### config.mk
export PLATFORM = sky130hd
export DESIGN_NAME = vga_sync_decoder
export DESIGN_NICKNAME = d
export VERILOG_FILES = /design/src/rtl/vga_sync_decoder.sv
export SDC_FILE = /design/constraint.sdc
export NUM_CORES = 1
export LEC_CHECK = 0
export CORE_MARGIN = 4
export CORE_UTILIZATION = 41
export CTS_CLUSTER_SIZE = 30
export DETAILED_ROUTE_END_ITERATION = 10
export GPL_TIMING_DRIVEN = 0
export SYNTH_ARGS = -nofsm -noshare
export SYNTH_HDL_FRONTEND = slang
export SYNTH_SLANG_ARGS = --single-unit
export TNS_END_PERCENT = 30
### constraint.sdc
create_clock -name clk -period 8.3 [get_ports clk]
set_input_delay 2.075 -clock clk [delete_from_list [all_inputs] [get_ports clk]]
set_output_delay 2.075 -clock clk [all_outputs]
set_load 0.1 [all_outputs]
### src/rtl/vga_sync_decoder.sv
// Sync-pin decoder: recovers pixel strobe, active-area coordinates and mode lock from hsync/vsync.
// Optional input synchronizer for asynchronous syncs: define VGA_SYNC_DECODER_SYNC_EN.
module vga_sync_decoder #(
  parameter int CLK_MHZ     = 100,
  parameter int PIXEL_MHZ   = 25,
  parameter int H_ACTIVE    = 640,
  parameter int H_SYNC      = 96,
  parameter int H_BACK      = 48,
  parameter int H_TOTAL     = 800,
  parameter int V_ACTIVE    = 480,
  parameter int V_SYNC      = 2,
  parameter int V_BACK      = 33,
  parameter int V_TOTAL     = 525,
  parameter int SYNC_POL    = 0,
  parameter int LOCK_FRAMES = 2
) (
  input  logic        clk,
  input  logic        rst,
  input  logic        hsync,
  input  logic        vsync,
  output logic        pixel_tick,
  output logic        display_on,
  output logic [9:0]  hpos,
  output logic [9:0]  vpos,
  output logic [10:0] line_len,
  output logic [10:0] frame_lines,
  output logic        locked,
  output logic        err
);

  localparam int DIV = CLK_MHZ / PIXEL_MHZ;
  localparam int DW  = $clog2(DIV);

  localparam logic [DW-1:0] DIV_LAST  = DW'(DIV - 1);
  localparam logic [DW-1:0] DIV_ONE   = DW'(1);
  localparam logic [DW-1:0] DIV_ZERO  = {DW{1'b0}};
  localparam logic [10:0]   CNT_MAX   = 11'd2047;
  localparam logic [10:0]   H_TOTAL_C = 11'(H_TOTAL);
  localparam logic [10:0]   V_TOTAL_C = 11'(V_TOTAL);
  localparam logic [10:0]   TIMEOUT_C = 11'(2 * H_TOTAL);
  localparam logic [10:0]   HS_C      = 11'(H_SYNC + H_BACK);
  localparam logic [10:0]   HE_C      = 11'(H_SYNC + H_BACK + H_ACTIVE);
  localparam logic [10:0]   VS_C      = 11'(V_SYNC + V_BACK);
  localparam logic [10:0]   VE_C      = 11'(V_SYNC + V_BACK + V_ACTIVE);
  localparam logic [9:0]    HS_P      = 10'(H_SYNC + H_BACK);
  localparam logic [9:0]    VS_P      = 10'(V_SYNC + V_BACK);
  localparam logic [1:0]    LOCK_C    = 2'(LOCK_FRAMES);
  localparam logic          POL       = (SYNC_POL != 0);

  typedef enum logic [1:0] {
    ST_SEARCH  = 2'd0,
    ST_MEASURE = 2'd1,
    ST_LOCKED  = 2'd2
  } state_t;

  logic hs_in_s, vs_in_s;

`ifdef VGA_SYNC_DECODER_SYNC_EN
  logic [1:0] hs_sync_q, vs_sync_q;

  // two-flop synchronizer ahead of edge detection
  always_ff @(posedge clk) begin
    if (rst) begin
      hs_sync_q <= {2{~POL}};
      vs_sync_q <= {2{~POL}};
    end else begin
      hs_sync_q <= {hs_sync_q[0], hsync};
      vs_sync_q <= {vs_sync_q[0], vsync};
    end
  end

  assign hs_in_s = hs_sync_q[1];
  assign vs_in_s = vs_sync_q[1];
`else
  assign hs_in_s = hsync;
  assign vs_in_s = vsync;
`endif

  logic          hs_q, hs_q2, vs_q, vs_q2;
  logic          hs_edge_s, vs_edge_s;
  logic [DW-1:0] div_q, div_d;
  logic          tick_q;
  logic [10:0]   hcnt_q, hcnt_d, vcnt_q, vcnt_d;
  logic [10:0]   hcnt_inc_s, vcnt_inc_s;
  logic [10:0]   line_len_q, line_len_d, frame_lines_q, frame_lines_d;
  logic          h_act_s, v_act_s;
  logic [9:0]    hpos_q, vpos_q;
  logic          disp_q;
  logic          line_bad_s, frame_bad_s, timeout_s;
  state_t        state_q;
  logic [1:0]    good_q;
  logic          first_q;
  logic          locked_q, err_q;

  // edge-detect registers
  always_ff @(posedge clk) begin
    if (rst) begin
      hs_q  <= ~POL;
      hs_q2 <= ~POL;
      vs_q  <= ~POL;
      vs_q2 <= ~POL;
    end else begin
      hs_q  <= hs_in_s;
      hs_q2 <= hs_q;
      vs_q  <= vs_in_s;
      vs_q2 <= vs_q;
    end
  end

  assign hs_edge_s = (hs_q == POL) && (hs_q2 != POL);
  assign vs_edge_s = (vs_q == POL) && (vs_q2 != POL);

  assign hcnt_inc_s = (hcnt_q == CNT_MAX) ? CNT_MAX : hcnt_q + 11'd1;
  assign vcnt_inc_s = (vcnt_q == CNT_MAX) ? CNT_MAX : vcnt_q + 11'd1;

  // divider and counter next-state; a vsync edge overrides a coincident hsync edge for vcnt
  always_comb begin
    div_d         = div_q;
    hcnt_d        = hcnt_q;
    vcnt_d        = vcnt_q;
    line_len_d    = line_len_q;
    frame_lines_d = frame_lines_q;
    if (hs_edge_s) begin
      div_d      = DIV_ONE;
      hcnt_d     = 11'd0;
      line_len_d = hcnt_inc_s;
    end else begin
      div_d  = (div_q == DIV_LAST) ? DIV_ZERO : div_q + DIV_ONE;
      hcnt_d = tick_q ? hcnt_inc_s : hcnt_q;
    end
    if (vs_edge_s) begin
      vcnt_d        = 11'd0;
      frame_lines_d = vcnt_inc_s;
    end else if (hs_edge_s) begin
      vcnt_d = vcnt_inc_s;
    end else begin
      vcnt_d = vcnt_q;
    end
  end

  assign h_act_s     = (hcnt_d >= HS_C) && (hcnt_d < HE_C);
  assign v_act_s     = (vcnt_d >= VS_C) && (vcnt_d < VE_C);
  assign line_bad_s  = hs_edge_s && (hcnt_inc_s != H_TOTAL_C);
  assign frame_bad_s = vs_edge_s && (vcnt_inc_s != V_TOTAL_C);
  assign timeout_s   = (hcnt_d == TIMEOUT_C) && (hcnt_q != TIMEOUT_C);

  // counters and coordinate outputs; lock only changes where the next position lies outside
  // the active window, so gating with the current lock flag matches the post-edge lock state
  always_ff @(posedge clk) begin
    if (rst) begin
      div_q         <= DIV_ZERO;
      tick_q        <= 1'b0;
      hcnt_q        <= 11'd0;
      vcnt_q        <= 11'd0;
      line_len_q    <= 11'd0;
      frame_lines_q <= 11'd0;
      disp_q        <= 1'b0;
      hpos_q        <= 10'd0;
      vpos_q        <= 10'd0;
    end else begin
      div_q         <= div_d;
      tick_q        <= (div_d == DIV_ZERO);
      hcnt_q        <= hcnt_d;
      vcnt_q        <= vcnt_d;
      line_len_q    <= line_len_d;
      frame_lines_q <= frame_lines_d;
      disp_q        <= locked_q && h_act_s && v_act_s;
      hpos_q        <= (locked_q && h_act_s && v_act_s) ? (hcnt_d[9:0] - HS_P) : 10'd0;
      vpos_q        <= (locked_q && h_act_s && v_act_s) ? (vcnt_d[9:0] - VS_P) : 10'd0;
    end
  end

  // lock state machine with registered locked/err flags
  always_ff @(posedge clk) begin
    if (rst) begin
      state_q  <= ST_SEARCH;
      good_q   <= 2'd0;
      first_q  <= 1'b0;
      locked_q <= 1'b0;
      err_q    <= 1'b0;
    end else begin
      err_q <= 1'b0;
      if (timeout_s) begin
        state_q  <= ST_SEARCH;
        locked_q <= 1'b0;
        err_q    <= (state_q != ST_SEARCH);
      end else begin
        case (state_q)
          ST_SEARCH: begin
            if (vs_edge_s) begin
              state_q <= ST_MEASURE;
              good_q  <= 2'd0;
              first_q <= 1'b1;
            end
          end
          ST_MEASURE: begin
            if ((line_bad_s && !first_q) || frame_bad_s) begin
              state_q <= ST_SEARCH;
              err_q   <= 1'b1;
            end else if (vs_edge_s) begin
              good_q <= good_q + 2'd1;
              if ((good_q + 2'd1) == LOCK_C) begin
                state_q  <= ST_LOCKED;
                locked_q <= 1'b1;
              end
            end
            if (hs_edge_s) begin
              first_q <= 1'b0;
            end
          end
          ST_LOCKED: begin
            if (line_bad_s || frame_bad_s) begin
              state_q  <= ST_SEARCH;
              locked_q <= 1'b0;
              err_q    <= 1'b1;
            end
          end
          default: begin
            state_q  <= ST_SEARCH;
            locked_q <= 1'b0;
          end
        endcase
      end
    end
  end

  assign pixel_tick  = tick_q;
  assign display_on  = disp_q;
  assign hpos        = hpos_q;
  assign vpos        = vpos_q;
  assign line_len    = line_len_q;
  assign frame_lines = frame_lines_q;
  assign locked      = locked_q;
  assign err         = err_q;

endmodule
==> flow_summary.toml <==
[floorplan]
boundaryPins = 50
core_area_um2 = 10300
die_h_um = 110
core.rowCount = 37
die_area_um2 = 12200
start_util = 0.418
die_width_um = 110

[detailed_routing]
dr_wl_met3_um = 470
firstDrtPassIters = 4
via_count = 4027
post_drt_wl_per_cell_um = 16.6
routed_wl_um = 11900
dr_wl_met2_um = 5950
routed_via_density = 5.61
top_layer_used = "met4"
drtAntennaViolNets = 0
drc_errors = 0
met1_length_um = 5270
drt_iter0_markers = 200

[run]
max-cap-violations = 0

[placement]
place_inst = 702
globalplace.congestion = 0.898
numPortBuffers = 49
dp_hpwl_um = 8950

[layout]
layout_commonest_cell = "dfxtp_1"
multi_input_area_um2 = 2420
area_delta_synth_final_pct = 20.0
nets = 592
regArea_um2 = 1580
fill_cells = 1051
fin_cells = 718
mostFrequentLayoutCells = "dfxtp_1, nor2_1, clkdlybuf4s50_1"
diodes = 0
layout-drive-gt1-share = 0.124

[min_path]
hold_path_class = "flop to flop"

[clocking]
hold_buffers = 0
post_cts_resized = 0
htreeDepth = 3
clk-insertion-delay-late_ns = 0.37
cts_tree = "yes"
cts_root_buf = "clkbuf_8"
cts_buffers = 9
cts.sinks = 79
cts_setup_buffers = 0
clk_pin_slew_ns = 0.08
clock_path_buffers = 2

[logic_synthesis]
syn_nets = 532
yosysUniqueCellTypes = 71
synth-main-ff-cell = "dfxtp_1"
ys_async_sr_fraction = 0
ys_ff_latch = 79
synthCells = 517
synth_warnings = 0
seq_area_frac_synth = 0.368
syn-mean-instance-area_um2 = 8.31
syn_area_um2 = 4300
synth_edf_count = 0

[sta]
fmax_mhz = 253
slew_headroom = 0.342
worst_clock_skew_ns = 0.00833
rsz0062_at_grt = "no"
min_period_ns = 3.95
setup_tns_ns = 0
period_share = 0.476
tightest_slew_ns = 0.985
setup_viol = 0
maxSlewViolCount = 0
hold_violations = 0

[grt]
antenna_found_initial = 0
grt_pass1_wl_um = 19800
grt_pass1_vias = 3880
track_usage = 0.211
grt_max_degree = 14
overflow = 0

[power_and_ir_drop]
irDropWorstVdd_mv = 0.0936
power_density_nw_per_um2 = 154
leakage_nw = 1.82

[critical_path]
critical-path-top-delay-family = "buffers and inverters"
crit_chain = "clkdlybuf4s50_1"
end_kind = "primary output"
cp.buffers_inverters = 1
crit_fanout = 2
worst_path_max_delay_cell = "clkdlybuf4s50_1"
crit_type = "flop to primary output"
crit_arrival_ns = 1.88
crit_required_ns = 6.23
cp-start-kind = "flop"
slowest_delay_ns = 1.15

[outcome]
status = "complete, no violations"
power by group:
group	switching (W)	leakage (nW)	total [W]	internal [W]
Combinational	0.0000759	1.09	0.000104	0.0000277
Clock	0.000148	0.0916	0.000295	0.000147
Sequential	0.00000587	0.641	0.000393	0.000388
Total	0.000230	1.82	0.000792	0.000562
worst paths after layout:
check	slack, ns	cells after the start	end	startpoint
hold reg to reg	0.46	2	frame_lines[2]	frame_lines[2]
setup / recovery	4.35	1	frame_lines[1]	frame_lines[1]
hold / removal	0.46	2	frame_lines[2]	frame_lines[2]
setup reg to reg	4.68	12	hpos[6]	vcnt_q[0]
synth_stat cells, types with 6 or more instances:
library cell	count	share of area
dfxtp_1	79	0.37
nor2_1	64	0.056
nand2_1	33	0.029
nor3_1	25	0.029
a21oi_1	23	0.027
buf_2	20	0.023
inv_1	19	0.017
nand3_1	17	0.020
o21ai_0	16	0.019
a31oi_1	15	0.022
clkbuf_1	14	0.012
a311oi_1	13	0.027
xnor2_1	13	0.027
ha_1	11	0.032
nand2b_1	8	0.012
nor2b_1	8	0.012
a211oi_1	7	0.012
and3_1	7	0.010
nand4_1	7	0.010
o211ai_1	7	0.012
and4_1	6	0.012
nor2_2	6	0.0087
nor4_2	6	0.017
xor2_1	6	0.012
final cells by class:
| class | instances | share of cell area |
|---|---|---|
| Clock inverter | 5 | 0.0112 |
| Timing Repair Buffer | 49 | 0.0951 |
| Inverter | 20 | 0.0146 |
| Tap cell | 136 | 0.0330 |
| Clock buffer | 11 | 0.0274 |
| Buffer | 44 | 0.0427 |
| Multi-Input combinational cell | 374 | 0.469 |
| Sequential cell | 79 | 0.307 |
layer usage:
layer	track usage	up-vias
met5	0	-
met4	0.101	0
met3	0.0303	21
met2	0.356	108
met1	0.263	1916
li1	-	1982
registers in the layout, summed over array words and instances (netlist names), 2 cells and up:
name and cells:
frame_lines 11, hcnt_q 11, line_len 11, vcnt_q 11
hpos 10, vpos 10, div_q 2, good_q 2
state_q 2
logic make-up after synthesis:
group	after synthesis	synth area share
and+or+nand+nor	217	0.269
AOI/OAI and AO/OA	124	0.216
muxes	3	0.00699
xor gates and xnor gates	19	0.0387
buffers and inverters	64	0.0687
DFF	79	0.368
adders and majority gates	11	0.0320
through the flow:
stage          hold WS, ns  cell area (µm²)  power [W]  utilization  setup slack [ns]
4_1_cts              0.459             5150   0.000801        0.502              4.32
6_report             0.455             5150   0.000792        0.502              4.35
3_5_place_dp         0.447             4960   0.000506        0.482              4.22
2_1_floorplan        0.432             4300   0.000479            -              4.87
3_3_place_gp         0.439             4960   0.000505        0.482              4.21
5_1_grt              0.479             5150   0.000826        0.502              4.29
Note: power is estimated with default switching activity, not from simulation.
